### config.mk
export PLATFORM = sky130hd
export DESIGN_NAME = display_mode_ctrl
export DESIGN_NICKNAME = d
export VERILOG_FILES = /design/src/rtl/display_mode_ctrl_pkg.sv /design/src/rtl/display_idle_timer.sv /design/src/rtl/display_mode_ctrl.sv
export SDC_FILE = /design/constraint.sdc
export NUM_CORES = 1
export LEC_CHECK = 0
export CAP_MARGIN = 20
export CORE_UTILIZATION = 53
export CTS_CLUSTER_SIZE = 40
export DETAILED_ROUTE_END_ITERATION = 8
export PLACE_DENSITY = 0.89
export SLEW_MARGIN = 25
export SYNTH_ARGS = -nofsm -noshare
export SYNTH_HDL_FRONTEND = slang
export SYNTH_HIERARCHICAL = 1
export SYNTH_SLANG_ARGS = --single-unit
### constraint.sdc
create_clock -name clk -period 2.77 [get_ports clk]
set_input_delay 0.554 -clock clk [delete_from_list [all_inputs] [get_ports clk]]
set_output_delay 0.554 -clock clk [all_outputs]
set_load 0.02 [all_outputs]
### src/rtl/display_mode_ctrl_pkg.sv
// Shared constants and state encoding for the display mode sequencer.
// Imported by display_idle_timer and display_mode_ctrl.
package display_mode_ctrl_pkg;

  localparam logic [1:0] SEL_CLOCK     = 2'd0;
  localparam logic [1:0] SEL_ALARM     = 2'd1;
  localparam logic [1:0] SEL_STOPWATCH = 2'd2;
  localparam logic [1:0] SEL_TEMP      = 2'd3;

  localparam logic [1:0] FIELD_NONE = 2'd0;
  localparam logic [1:0] FIELD_H    = 2'd1;
  localparam logic [1:0] FIELD_M    = 2'd2;
  localparam logic [1:0] FIELD_S    = 2'd3;

  typedef enum logic [1:0] {
    VIEW   = 2'd0,
    EDIT_H = 2'd1,
    EDIT_M = 2'd2,
    EDIT_S = 2'd3
  } state_t;

  function automatic logic [1:0] field_of(
    input state_t s
  );
    logic [1:0] f;
    f = FIELD_NONE;
    unique case (s)
      VIEW:   f = FIELD_NONE;
      EDIT_H: f = FIELD_H;
      EDIT_M: f = FIELD_M;
      EDIT_S: f = FIELD_S;
    endcase
    return f;
  endfunction

endpackage

### src/rtl/display_idle_timer.sv
// Saturating idle-seconds counter; done pulses on the tick that
// reaches TIMEOUT_S, so the caller can act on that same edge.
module display_idle_timer
  import display_mode_ctrl_pkg::*;
#(
  parameter int TIMEOUT_S = 10,
  parameter int TMR_W     = 4
) (
  input  logic clk,
  input  logic reset,
  input  logic en,
  input  logic clear,
  input  logic run,
  input  logic tick,
  output logic done
);

  localparam logic [TMR_W-1:0] LAST = TMR_W'(TIMEOUT_S - 1);
  localparam logic [TMR_W-1:0] TOP  = TMR_W'(TIMEOUT_S);

  logic [TMR_W-1:0] count;

  assign done = en & run & tick & ~clear & (count >= LAST);

  // Count ticks while running; clear on button, idle stop or timeout.
  always_ff @(posedge clk) begin
    if (!reset) begin
      count <= '0;
    end else if (en) begin
      if (clear || !run || done) begin
        count <= '0;
      end else if (tick && count != TOP) begin
        count <= count + 1'b1;
      end
    end
  end

endmodule

### src/rtl/display_mode_ctrl.sv
// Display mux sequencer with field edit, blink and idle auto-return.
// Optional DISP_CTRL_ALARM_FORCE_EN: ringing alarm forces clock view.
module display_mode_ctrl
  import display_mode_ctrl_pkg::*;
#(
  parameter int TIMEOUT_S = 10,
  parameter int TMR_W     = 4
) (
  input  logic       clk,
  input  logic       reset,
  input  logic       en,
  input  logic       tick_1hz,
  input  logic       btn_mode,
  input  logic       btn_set,
  input  logic       alarm_ring,
  output logic [1:0] switch,
  output logic [1:0] edit_field,
  output logic       edit_target,
  output logic       blink
);

  state_t     state;
  state_t     nxt;
  logic [1:0] sw_n;
  logic [1:0] fld_n;
  logic       tgt_n;
  logic       blink_n;
  logic       btn;
  logic       run;
  logic       done;
  logic       force_clk;
  logic [1:0] sel;

  assign btn = btn_mode | btn_set;
  assign run = (state != VIEW) | (switch != SEL_CLOCK);

`ifdef DISP_CTRL_ALARM_FORCE_EN
  assign force_clk = alarm_ring & (state == VIEW);
`else
  logic unused_alarm;
  assign unused_alarm = alarm_ring;
  assign force_clk    = 1'b0;
`endif

  assign sel = force_clk ? SEL_CLOCK : switch;

  display_idle_timer #(
    .TIMEOUT_S (TIMEOUT_S),
    .TMR_W     (TMR_W)
  ) u_timer (
    .clk   (clk),
    .reset (reset),
    .en    (en),
    .clear (btn),
    .run   (run),
    .tick  (tick_1hz),
    .done  (done)
  );

  // Next state and next output values; timeout overrides everything.
  always_comb begin
    nxt     = state;
    sw_n    = switch;
    tgt_n   = edit_target;
    blink_n = blink;
    if (done) begin
      nxt     = VIEW;
      sw_n    = SEL_CLOCK;
      blink_n = 1'b0;
    end else begin
      unique case (state)
        VIEW: begin
          blink_n = 1'b0;
          sw_n    = sel;
          if (btn_set) begin
            if (!sel[1]) begin
              nxt   = EDIT_H;
              tgt_n = sel[0];
            end
          end else if (btn_mode && !force_clk) begin
            sw_n = switch + 2'd1;
          end
        end
        EDIT_H: begin
          if (btn_set) begin
            nxt     = EDIT_M;
            blink_n = 1'b0;
          end else if (tick_1hz) begin
            blink_n = ~blink;
          end
        end
        EDIT_M: begin
          if (btn_set) begin
            nxt     = EDIT_S;
            blink_n = 1'b0;
          end else if (tick_1hz) begin
            blink_n = ~blink;
          end
        end
        EDIT_S: begin
          if (btn_set) begin
            nxt     = VIEW;
            blink_n = 1'b0;
          end else if (tick_1hz) begin
            blink_n = ~blink;
          end
        end
      endcase
    end
    fld_n = field_of(nxt);
  end

  // State and registered outputs, frozen while en is low.
  always_ff @(posedge clk) begin
    if (!reset) begin
      state       <= VIEW;
      switch      <= SEL_CLOCK;
      edit_field  <= FIELD_NONE;
      edit_target <= 1'b0;
      blink       <= 1'b0;
    end else if (en) begin
      state       <= nxt;
      switch      <= sw_n;
      edit_field  <= fld_n;
      edit_target <= tgt_n;
      blink       <= blink_n;
    end
  end

endmodule

=== Word-level counts from Yosys, hierarchy flattened ===
Cells that the tools add are included.

* Mux-type cells: 18
* Reductions and logical operators: 16
* Magnitude comparators: 1
* Eq/ne operators: 9
* $add $sub $neg: 2
* Bitwise logic cells: 10

{| class="wikitable"
|+ Operator list
! kind !! number
|-
| $mux W2 || 10
|-
| $pmux W2 S4 || 2
|-
| $reduce_bool A2 Y1 || 5
|-
| $eq A2 B2 Y1 const B || 4
|-
| $mux W4 || 2
|-
| $reduce_and A5 Y1 || 1
|-
| $add A4 B1 Y4 const B || 1
|-
| $and A1 B1 Y1 || 4
|-
| $eq A2 B1 Y1 const B || 2
|-
| $ge A4 B4 Y1 const B || 1
|-
| $logic_not A2 Y1 || 2
|-
| $ne A4 B1 Y1 const B || 1
|-
| $ne A4 B4 Y1 const B || 1
|-
| $not A1 Y1 || 4
|-
| $reduce_and A2 Y1 || 2
|-
| $reduce_and A4 Y1 || 1
|-
| $mux W1 || 3
|-
| $reduce_or A3 Y1 || 1
|-
| $add A2 B1 Y2 const B || 1
|-
| $logic_or A1 B1 Y1 || 2
|-
| $ne A2 B1 Y1 const B || 1
|-
| $or A1 B1 Y1 || 2
|-
| $pmux W1 S2 || 1
|-
| $logic_and A1 B1 Y1 || 1
|-
| $logic_not A1 Y1 || 1
|}

* Input bits: 7
* Register bits: 12
* Output and inout bits: 6

=== Depth between registers and ports, before layout ===
* Word-level depth: 9
* Gate-level depth with buffers: 8
* Depth with buffers taken out: 8

=== By module ===
Netlist, hierarchy kept.

{| class="wikitable"
|+ By module, submodules not included
! module !! seq. area each (µm²) !! cells an instance !! area each (µm²) !! times used
|-
| display_mode_ctrl || 140.1 || 49 || 421.7 || 1
|-
| display_idle_timer || 80.1 || 36 || 335.3 || 1
|}

=== Worst setup path before layout ===
No wires, ideal clock.

* Path type: input to register
* Start point: in btn_set
* End point: reg state[0]
* Stages: 6
* Setup slack: 812 ps
* Arrival: 1838 ps
* Setup time: 120 ps
* Path buffers: 0
* Data required time: 2650 ps
* Cells stage by stage: or2_2 -> or2b_4 -> nor2_1 -> nand2b_1 -> nor4b_1 -> o31a_1

* Cells in the longest elaborated chain, start to end: 5
* Elaborated cells between the ends (all ways): 10
* Those cells by class: mux (6); bitwise (4)

{| class="wikitable"
|+ Ends and longest elaborated chain
! element !! RTL line !! RTL
|-
| start, declared || display_mode_ctrl.sv:14 || <nowiki>input logic btn_set,</nowiki>
|-
| $or A1 B1 Y1 || display_mode_ctrl.sv:34 || <nowiki>assign btn = btn_mode | btn_set;</nowiki>
|-
| $not A1 Y1 || display_idle_timer.sv:23 || <nowiki>assign done = en & run & tick & ~clear & (count >= LAST);</nowiki>
|-
| $and A1 B1 Y1 (2 in series) || display_idle_timer.sv:23 ||
|-
| named net done || display_mode_ctrl.sv:30 || <nowiki>logic done;</nowiki>
|-
| $mux W2 || display_mode_ctrl.sv:66 || <nowiki>if (done) begin</nowiki>
|-
| end signal, assigned || display_mode_ctrl.sv:122 || <nowiki>state <= nxt;</nowiki>
|-
| end, declared || display_mode_ctrl.sv:22 || <nowiki>state_t state;</nowiki>
|}

The timed path passes the listed nets, and every way through them passes these cells.
A chain may end at the register's enable or synchronous reset.

=== Final worst setup path ===
* Start point: in btn_set
* End point: reg state[0]

* Cells in the longest elaborated chain, start to end: 5
* Elaborated cells between the ends (all ways): 10
* Those cells by class: mux (6); bitwise (4)

{| class="wikitable"
|+ Ends and longest elaborated chain
! element !! RTL line !! RTL
|-
| $or A1 B1 Y1 || display_mode_ctrl.sv:34 ||
|-
| named net btn || display_mode_ctrl.sv:28 || <nowiki>logic btn;</nowiki>
|-
| $not A1 Y1 || display_idle_timer.sv:23 ||
|-
| $and A1 B1 Y1 (2 in series) || display_idle_timer.sv:23 ||
|-
| named net done || display_mode_ctrl.sv:30 ||
|-
| $mux W2 || display_mode_ctrl.sv:66 ||
|}

The timed path passes the listed nets, and every way through them passes these cells.

==> flow_summary.ini <==
[place]
place_hpwl_mm = 1.18
placed_cells = 110
port_buffers = 11
gp_congestion = 0.850

[routing]
first_iter_violations = 10
vias = 693
ant_nets = 0
drc = 0
detail_route.first_pass.iterations = 4
wl_mm = 1.56
viasPerCell = 6.08
wl_per_cell_um = 13.7

[synth]
synth-seq-area-share_pct = 29.1
synth.avg_cell_area_um2 = 8.91
synth_area_leaders = dfxtp_1 29%, ha_1 8.3%, o211a_1 4.0%, inv_1 4.0%, o31a_1 3.5%
ys_types = 39
synth_top_flop_cell = dfxtp_1
syn_area_um2 = 757
async_reset_ff_share_pct = 0
synth_edf_count = 0
syn-num-nets = 97
synthCells = 85
synth_top_area_share_pct = 29.1
yosysTopAreaCell = dfxtp_1
synth_warnings = 6
ys_seq_elements = 11

[worst_hold_path]
min_path_type = flip-flop to flip-flop
min_from = blink
hold_depth = 2
holdPathEnd = blink

[worst_setup_path]
slowest_delay_ns = 0.43
cp.arrival_ns = 2.43
path_max_fanout = 7
worstPathCellList = clkdlybuf4s50_1 -> or2_2 -> or2b_4 -> nor2_1 -> nand2b_1 -> nor4b_1 -> o31a_1
path_class = primary input to flip-flop
r2r_slack_ns = 0.63
slowest_stage = clkdlybuf4s50_1
required_ns = 2.94
reg2regPathDepth = 8
r2r-start = u_timer/count[1]
endpoint_kind = flip-flop
cp-start-kind = primary input
rr_endpoint = state[0]

[layout]
n_fill_cell = 113
final_cell_mix = 11 x dfxtp_1, 11 x clkdlybuf4s50_1, 8 x inv_1
regArea_um2 = 220
drive_gt1_share_pct = 16.2
area_growth_syn_to_layout_pct = 20.3
num-nets-final = 112
multi_input_area_um2 = 490
final_cells = 114
antenna-diode-count = 0

[clock_tree]
cts_sinks = 11
ctsHoldBuffers = 0
clk_pin_slew_ns = 0.08
cts_tree = built
post-cts-setup-buffers = 0
clk_latency_ns = 0.28
h-tree-depth = 1
cts_resized = 0
cts_buffer_depth = 2
cts_root_buf = clkbuf_4
cts_buffers = 3

[sta]
finalSetupViolations = 0
min_period_ns = 2.26
holdWs_ns = 0.500
clock.fmax_mhz = 443
setup_tns_ns = 0
fin_crit_sh_pct = 81.5
rsz0062_at_grt = no
relSlewSlack_pct = 69.6
fin_skew_ns = 0.00733
tightest_slew_ns = 0.455
hold_viol = 0
report.final.slew_viol_count = 0

[floorplanning]
rows = 13
fp.dieW_um = 39.8
initial_core_util_pct = 57.5
fp.coreArea_mm2 = 0.00132
die_y_um = 39.8
die_area_mm2 = 0.00158
io_pins = 13

[grt]
grt_usage_pct = 23.6
grt_max_degree = 15
antenna_found_initial = 0
use_met3_pct = 5.68
use_met2_pct = 37.3
met1_usage_pct = 27.5
grt.overflow.total = 0
grt_pass1_vias = 589
grt-busiest-layer = met2
grt_pass1_wl_mm = 2.44

[run_status]
outcome = finished clean

[power_and_ir_drop]
ir_worst_vdd_uv = 301
leakage_nw = 0.373
power.density_mw_per_mm2 = 380

[run]
cap_violations = 0
==> Yosys cell counts, drive strengths merged (3+ instances only) <==
cell type  count
o31a           3
nand2          5
buf            3
inv            8
a21oi          3
ha             5
dfxtp         11
nand2b         4
nor2           5
nor2b          4
o211a          3
==> layout make-up <==
type	instances	share of cell area [%]
flip-flops and latches	11	24.2
clock buffers	4	2.88
well taps	15	2.06
inverters	8	3.30
multi-input cells	63	53.8
repair buffers	13	13.7
==> cell families (layout without fill, tap and decap cells) <==
| logic type | after synthesis | in the layout | share of synthesized area (%) |
|---|---|---|---|
| AND/OR/NAND/NOR | 37 | 37 | 32.1 |
| flip-flops | 11 | 11 | 29.1 |
| adder cells (fa/ha/maj) | 5 | 5 | 8.26 |
| buffers and inverters | 11 | 25 | 6.12 |
| AO/OA/AOI/OAI | 21 | 21 | 24.5 |
==> worst max-delay path by stage <==
| stage | slack [ns] | from | cells after the start | endpoint |
|---|---|---|---|---|
| 4_1_cts | 0.52 | btn_set | 7 | state[0] |
| 3_3_place_gp | 0.23 | btn_set | 7 | state[0] |
| 5_1_grt | 0.42 | u_timer/count[1] | 8 | edit_field[0] |
| 2_1_floorplan | 0.81 | btn_set | 6 | state[0] |
| 6_report | 0.51 | btn_set | 7 | state[0] |
| 3_5_place_dp | 0.22 | btn_set | 7 | state[0] |
==> state kept, by name, summed over array words and instances, names as in the netlist <==
register / cells
blink: 1
edit_field: 2
edit_target: 1
state: 1
switch: 2
u_timer/count: 4
==> power by group <==
part | leakage [nW] | internal [W] | switching, W | total [W]
clock network | 0.0150 | 0.0000559 | 0.0000585 | 0.000114
registers | 0.0892 | 0.000163 | 0.00000602 | 0.000169
logic | 0.269 | 0.0000317 | 0.0000310 | 0.0000627
total | 0.373 | 0.000251 | 0.0000955 | 0.000346
==> metrics by stage <==
| step | power, W | cell area (µm²) | worst slack [ns] | utilization (%) |
|---|---|---|---|---|
| 2_1_floorplan | 0.000209 | 757 | 0.812 | - |
| 3_3_place_gp | 0.000233 | 885 | 0.233 | 67.1 |
| 3_5_place_dp | 0.000235 | 885 | 0.220 | 67.1 |
| 4_1_cts | 0.000349 | 911 | 0.519 | 69.1 |
| 5_1_grt | 0.000364 | 911 | 0.422 | 69.1 |
| 6_report | 0.000346 | 911 | 0.512 | 69.1 |
==> metal layers <==
| layer | vias to the layer above | wire [µm] |
|---|---|---|
| li1 | 346 | - |
| met1 | 328 | 707 |
| met2 | 12 | 737 |
| met3 | 7 | 57 |
| met4 | 0 | 57 |
| met5 | - | 0 |
==> worst max-delay path, delay by kind of cell <==
kind,cells,cell delay [ns]
simple gates,5,1.16
compound gates,1,0.30
buf+inv,1,0.43
No activity file was read; power rests on OpenSTA's default activity.
